`src/rtl/vga_timing_pkg.sv`:
```
// Default 832x520 raster geometry (640x480 visible) and the sync/visible bundle
// shared by the timing generator and its alignment delay line.
package vga_timing_pkg;

   localparam int H_ACTIVE = 640;
   localparam int H_FRONT  = 24;
   localparam int H_SYNC   = 40;
   localparam int H_BACK   = 128;
   localparam int V_ACTIVE = 480;
   localparam int V_FRONT  = 9;
   localparam int V_SYNC   = 3;
   localparam int V_BACK   = 28;

   localparam int H_TOTAL = H_ACTIVE + H_FRONT + H_SYNC + H_BACK;
   localparam int V_TOTAL = V_ACTIVE + V_FRONT + V_SYNC + V_BACK;

   localparam int H_SYNC_START = H_ACTIVE + H_FRONT;
   localparam int H_SYNC_END   = H_SYNC_START + H_SYNC;
   localparam int V_SYNC_START = V_ACTIVE + V_FRONT;
   localparam int V_SYNC_END   = V_SYNC_START + V_SYNC;

   typedef struct packed {
      logic hsync;
      logic vsync;
      logic visible;
   } sync_t;

   // Blanked raster: both syncs inactive (high), nothing visible.
   localparam sync_t SYNC_IDLE = '{hsync: 1'b1, vsync: 1'b1, visible: 1'b0};

endpackage

```
`src/rtl/vga_timing_sync_delay_line.sv`:
```
// ce-gated shift register that carries {hsync, vsync, visible} forward so they
// line up with the renderer's rgb output.
module sync_delay_line
   import vga_timing_pkg::*;
#(
   parameter int DEPTH = 1
) (
   input  logic  clk,
   input  logic  reset,
   input  logic  ce,
   input  sync_t d,
   output sync_t q
);

   sync_t [DEPTH-1:0] stage;

   // NOTE: every stage is reset, not just the output one, so a reset mid-frame
   // cannot let a stale visible=1 drain out of the pipe afterwards.
   always_ff @(posedge clk or negedge reset) begin
      if (!reset) begin
         stage <= {DEPTH{SYNC_IDLE}};
      end else if (ce) begin
         stage[0] <= d;
         for (int i = 1; i < DEPTH; i++) begin
            stage[i] <= stage[i-1];
         end
      end
   end

   assign q = stage[DEPTH-1];

endmodule

```
`src/rtl/vga_timing.sv`:
```
// Raster counter for the parallax renderer: undelayed (x, y) and line/frame
// pulses, plus hsync/vsync/visible delayed to match renderer latency.
module vga_timing
   import vga_timing_pkg::sync_t;
#(
   parameter int H_ACTIVE   = vga_timing_pkg::H_ACTIVE,
   parameter int H_FRONT    = vga_timing_pkg::H_FRONT,
   parameter int H_SYNC     = vga_timing_pkg::H_SYNC,
   parameter int H_BACK     = vga_timing_pkg::H_BACK,
   parameter int V_ACTIVE   = vga_timing_pkg::V_ACTIVE,
   parameter int V_FRONT    = vga_timing_pkg::V_FRONT,
   parameter int V_SYNC     = vga_timing_pkg::V_SYNC,
   parameter int V_BACK     = vga_timing_pkg::V_BACK,
   parameter int PIPE_DELAY = 0
) (
   input  logic       clk,
   input  logic       reset,
   input  logic       ce,
   output logic [9:0] x,
   output logic [9:0] y,
   output logic       line_start,
   output logic       frame_start,
   output logic       hsync,
   output logic       vsync,
   output logic       visible
);

   localparam logic [9:0] H_LAST   = 10'(H_ACTIVE + H_FRONT + H_SYNC + H_BACK - 1);
   localparam logic [9:0] V_LAST   = 10'(V_ACTIVE + V_FRONT + V_SYNC + V_BACK - 1);
   localparam logic [9:0] H_VIS    = 10'(H_ACTIVE);
   localparam logic [9:0] V_VIS    = 10'(V_ACTIVE);
   localparam logic [9:0] HS_START = 10'(H_ACTIVE + H_FRONT);
   localparam logic [9:0] HS_END   = 10'(H_ACTIVE + H_FRONT + H_SYNC);
   localparam logic [9:0] VS_START = 10'(V_ACTIVE + V_FRONT);
   localparam logic [9:0] VS_END   = 10'(V_ACTIVE + V_FRONT + V_SYNC);

   sync_t raw;
   sync_t delayed;

   // NOTE: non-blocking assignments so x and y both update from their
   // pre-edge values; the y wrap test must see the old x.
   always_ff @(posedge clk or negedge reset) begin
      if (!reset) begin
         x <= '0;
         y <= '0;
      end else if (ce) begin
         if (x == H_LAST) begin
            x <= '0;
            y <= (y == V_LAST) ? '0 : y + 10'd1;
         end else begin
            x <= x + 10'd1;
         end
      end
   end

   // NOTE: every field is written on every evaluation, so no latch is inferred.
   always_comb begin
      raw.hsync   = !((x >= HS_START) && (x < HS_END));
      raw.vsync   = !((y >= VS_START) && (y < VS_END));
      raw.visible = (x < H_VIS) && (y < V_VIS);
   end

   // Counters sit at (0,0) throughout reset; the reset term keeps the pulses
   // quiet until the raster actually starts.
   assign line_start  = ce && reset && (x == '0);
   assign frame_start = line_start && (y == '0);

   // The first stage is the comparator register itself, hence the extra one.
   sync_delay_line #(
      .DEPTH(PIPE_DELAY + 1)
   ) u_sync_delay (
      .clk  (clk),
      .reset(reset),
      .ce   (ce),
      .d    (raw),
      .q    (delayed)
   );

   assign hsync   = delayed.hsync;
   assign vsync   = delayed.vsync;
   assign visible = delayed.visible;

endmodule

```
`config.mk`:
```
export PLATFORM = sky130hd
export DESIGN_NAME = vga_timing
export DESIGN_NICKNAME = d
export VERILOG_FILES = /design/src/rtl/vga_timing_pkg.sv /design/src/rtl/vga_timing_sync_delay_line.sv /design/src/rtl/vga_timing.sv
export SDC_FILE = /design/constraint.sdc
export NUM_CORES = 1
export LEC_CHECK = 0
export BUFFER_PORTS_ARGS = -buffer_cell sky130_fd_sc_hd__buf_2
export CAP_MARGIN = 20
export CORE_MARGIN = 1
export CORE_UTILIZATION = 43
export DETAILED_ROUTE_END_ITERATION = 16
export GPL_ROUTABILITY_DRIVEN = 0
export PLACE_DENSITY_LB_ADDON = 0.2
export SETUP_SLACK_MARGIN = 0.1
export SLEW_MARGIN = 15
export SYNTH_ARGS = -nofsm -noshare
export SYNTH_HDL_FRONTEND = slang
export SYNTH_SLANG_ARGS = --single-unit
export TNS_END_PERCENT = 1
```
`constraint.sdc`:
```
create_clock -name clk -period 2.4 [get_ports clk]
set_clock_uncertainty 0.2 [all_clocks]
set_input_delay 0.72 -clock clk [delete_from_list [all_inputs] [get_ports clk]]
set_output_delay 0.72 -clock clk [all_outputs]
set_load 0.01 [all_outputs]
```
==> metrics <==
#FFs+latches synth 23; WS Path Type reg -> out; Synth Warn # 0; # setup viols final 2; vias in the first global route roughly 1100; fin. max-slew vios 0; Mapped Nets 138; Max-Cap Viols 0; CTS Buf Count 3; Critical Path Source x[9]$_DFFE_PN0P_; R2R depth 5; critical path arrival approximately 1.8 ns; failing checks setup timing; share of cells above drive strength 1 between 30% and 40%; clk_lat worst skew between 0.3 and 0.4 ns; power per standard cell area ~600 nW/um^2; final setup margin -0.268 ns; CP delay by family, top simple AND/OR/NAND/NOR gates; drt total wl 3130 um; Hold Vio Cnt, Final 0; core area roughly 2800 um^2; top-level I/O count 28; Remaining DRCs 0; Final ANT Viol Nets 0; first-pass GRT wire length 5160 um; RSZ-0062 raised after global routing true; CTS H-Tree Depth 1; WP depth 5; antenna violations before repair 0; CTS Root Cell clkbuf_4; most frequent cells in the layout 26 x buf_2, 21 x dfrtp_1, 16 x buf_4; crit end category output pin; post-synthesis cell type count 39; Pre-Repair DR Iteration Count 4; WHS 0.174 ns; CP Buf/Inv Count 1; slew of the pin with the lowest slew margin between 0.3 and 0.4 ns; Max IR drop VDD 0.000611 V; pin count of the biggest net entering global routing 24; Rel. slew slack between 70% and 80%; GRT Overall Usage about a fifth; die width about 56 um; Final Net Count 181; total gr overflow 0; Worst Path Required 1.48 ns; vias per cell around 5.9; clk buf depth 2; Leak 0.786 nW; routed vias roughly 1200; min Tclk post-route ~2.7 ns; Pwr Total 940 uW; dpl hpwl about 2400 um; num rows 19; Design Area, Final about 1600 um^2; drt first-iter violations 29; R2R Path Start x[6]$_DFFE_PN0P_; register area share after synthesis about 46%; CTS clock-pin slew for the worst setup and hold paths roughly 0.13 ns; ant diodes 0; crit path cell chain nor4b_2 -> nand4_1 -> nor4_4 -> and4_1 -> buf_2; critical-path maximum fanout 2; Post-Synthesis Cells 129; Die H between 50 and 60 um; clock tree sinks 23; initial core utilization about 46%; most common cell after layout, fill and taps aside buf_2; Max stage delay cell, worst path dfrtp_1; Post-Syn Area between 1000 and 1500 um^2; R2R setup slack ~0.38 ns; status finished with violations; dpl cell area 1540 um^2; CP endpoint frame_start; die area 3170 um^2; crit share post-route 111%; Synth-to-Final Area Change 25.7%; Worst setup SP type register; WL/cell 15.5 um; FMAX between 300 and 400 MHz; syn_area_per_cell approximately 10 um^2; CTS tree done; RR Endpoint y[9]$_DFFE_PN0P_; Largest stage delay, worst path between 0.4 and 0.5 ns; HP Class in -> async; IO Port Bufs 27
-- worst min path at each step --
stage,from,to
4_1_cts,reset,y[8]$_DFFE_PN0P_
3_3_place_gp,u_sync_delay.q[2]$_DFFE_PN1P_,u_sync_delay.q[2]$_DFFE_PN1P_
2_1_floorplan,reset,u_sync_delay.q[0]$_DFFE_PN0P_
3_5_place_dp,u_sync_delay.q[2]$_DFFE_PN1P_,u_sync_delay.q[2]$_DFFE_PN1P_
6_report,reset,y[8]$_DFFE_PN0P_
5_1_grt,reset,y[8]$_DFFE_PN0P_
-- power by group --
part	switching [mW]	internal (mW)	leakage, nW
logic	0.142	0.126	0.475
clock network	0.125	0.0625	0.0177
registers	0.0536	0.431	0.293
total	0.320	0.620	0.786
-- cell usage after synthesis --
cell type	count	area (um^2)
nor4_1	1	6.26
nor2_1	5	18.8
nor4bb_1	1	10.0
nor2b_1	1	6.26
nand3b_1	1	7.51
a41o_1	1	10.0
o31ai_1	4	30.0
o21ai_1	2	10.0
a31oi_1	2	12.5
or3_1	1	6.26
and4_1	4	35.0
nand2_1	11	41.3
inv_1	6	22.5
and4bb_1	1	12.5
xor2_1	2	17.5
dfrtp_1	21	526
nand3_1	10	50.1
a21oi_1	2	10.0
xnor2_1	5	43.8
buf_6	1	11.3
o31a_1	1	8.76
ha_1	6	75.1
a21o_1	1	7.51
nand4_1	4	25.0
nand2_2	1	6.26
o32a_1	1	10.0
or4_4	2	22.5
dfstp_2	2	52.6
nand2b_1	1	6.26
o21ai_0	11	55.1
nor4b_1	1	8.76
mux2i_1	1	10.0
mux2_2	1	11.3
nand4b_1	1	8.76
clkbuf_1	3	11.3
clkbuf_2	1	5.00
o221a_2	1	11.3
nor3_1	3	15.0
and3_1	5	31.3
-- area by class of cell --
type	instances	area, um^2
inverter	6	22.5
multi-input combinational	95	667
clock buffer	3	22.5
fill	249	1190
tap	31	38.8
timing repair buffer	43	262
clock inverter	1	5.00
sequential	23	578
-- registers in the layout (all words and copies together), names as in the netlist --
name,cells
y,10
x,10
u_sync_delay.q,3
-- per-stage QoR --
stage               setup slack [ns]  utilization (%)  TNS, ns  cells
floorplan                     -0.103                -   -0.103    129
global placement              -0.277             55.5   -0.477    197
detailed placement            -0.344             55.5   -0.604    197
CTS                           -0.286             57.1   -0.463    201
global route                  -0.356             57.4   -0.598    202
finish                        -0.268             57.4   -0.428    202
-- cells by family (layout without fill, tap and decap cells) --
logic type	after synthesis	count (layout)	share of synthesized area, %
and+or+nand+nor	54	54	25.1
AOI/OAI and AO/OA	26	26	13.0
DFF	23	23	45.6
buffers and inverters	11	53	3.94
xor gates and xnor gates	7	7	4.83
adders and majority gates	6	6	5.92
muxes	2	2	1.68
-- metal layers --
| metal | routed length (um) | GRT usage, % | vias up | share of wire [%] |
|---|---|---|---|---|
| li1 | - | - | 561 | - |
| met1 | 1420 | 29.5 | 565 | 45 |
| met2 | 1480 | 33.2 | 49 | 47 |
| met3 | 169 | 3.23 | 7 | 5.4 |
| met4 | 61 | 9.41 | 0 | 1.9 |
| met5 | 0 | 0 | - | 0 |
-- repair_timing --
item,in CTS,in global routing
setup endpoints to repair,2,2
hold buffers,0,0
buffers inserted,0,1
endpoints found under the hold margin,0,0
pin swaps,1,0
resized for setup,4,0
-- worst register-to-register path: cells and delay by family (launching register included) --
kind / cells / cell delay [ns]
and+or+nand+nor: 2 / 0.65
buffers and inverters: 1 / 0.17
AOI/OAI and AO/OA: 2 / 0.52
DFF: 1 / 0.41
(Power assumes the default switching activity.)
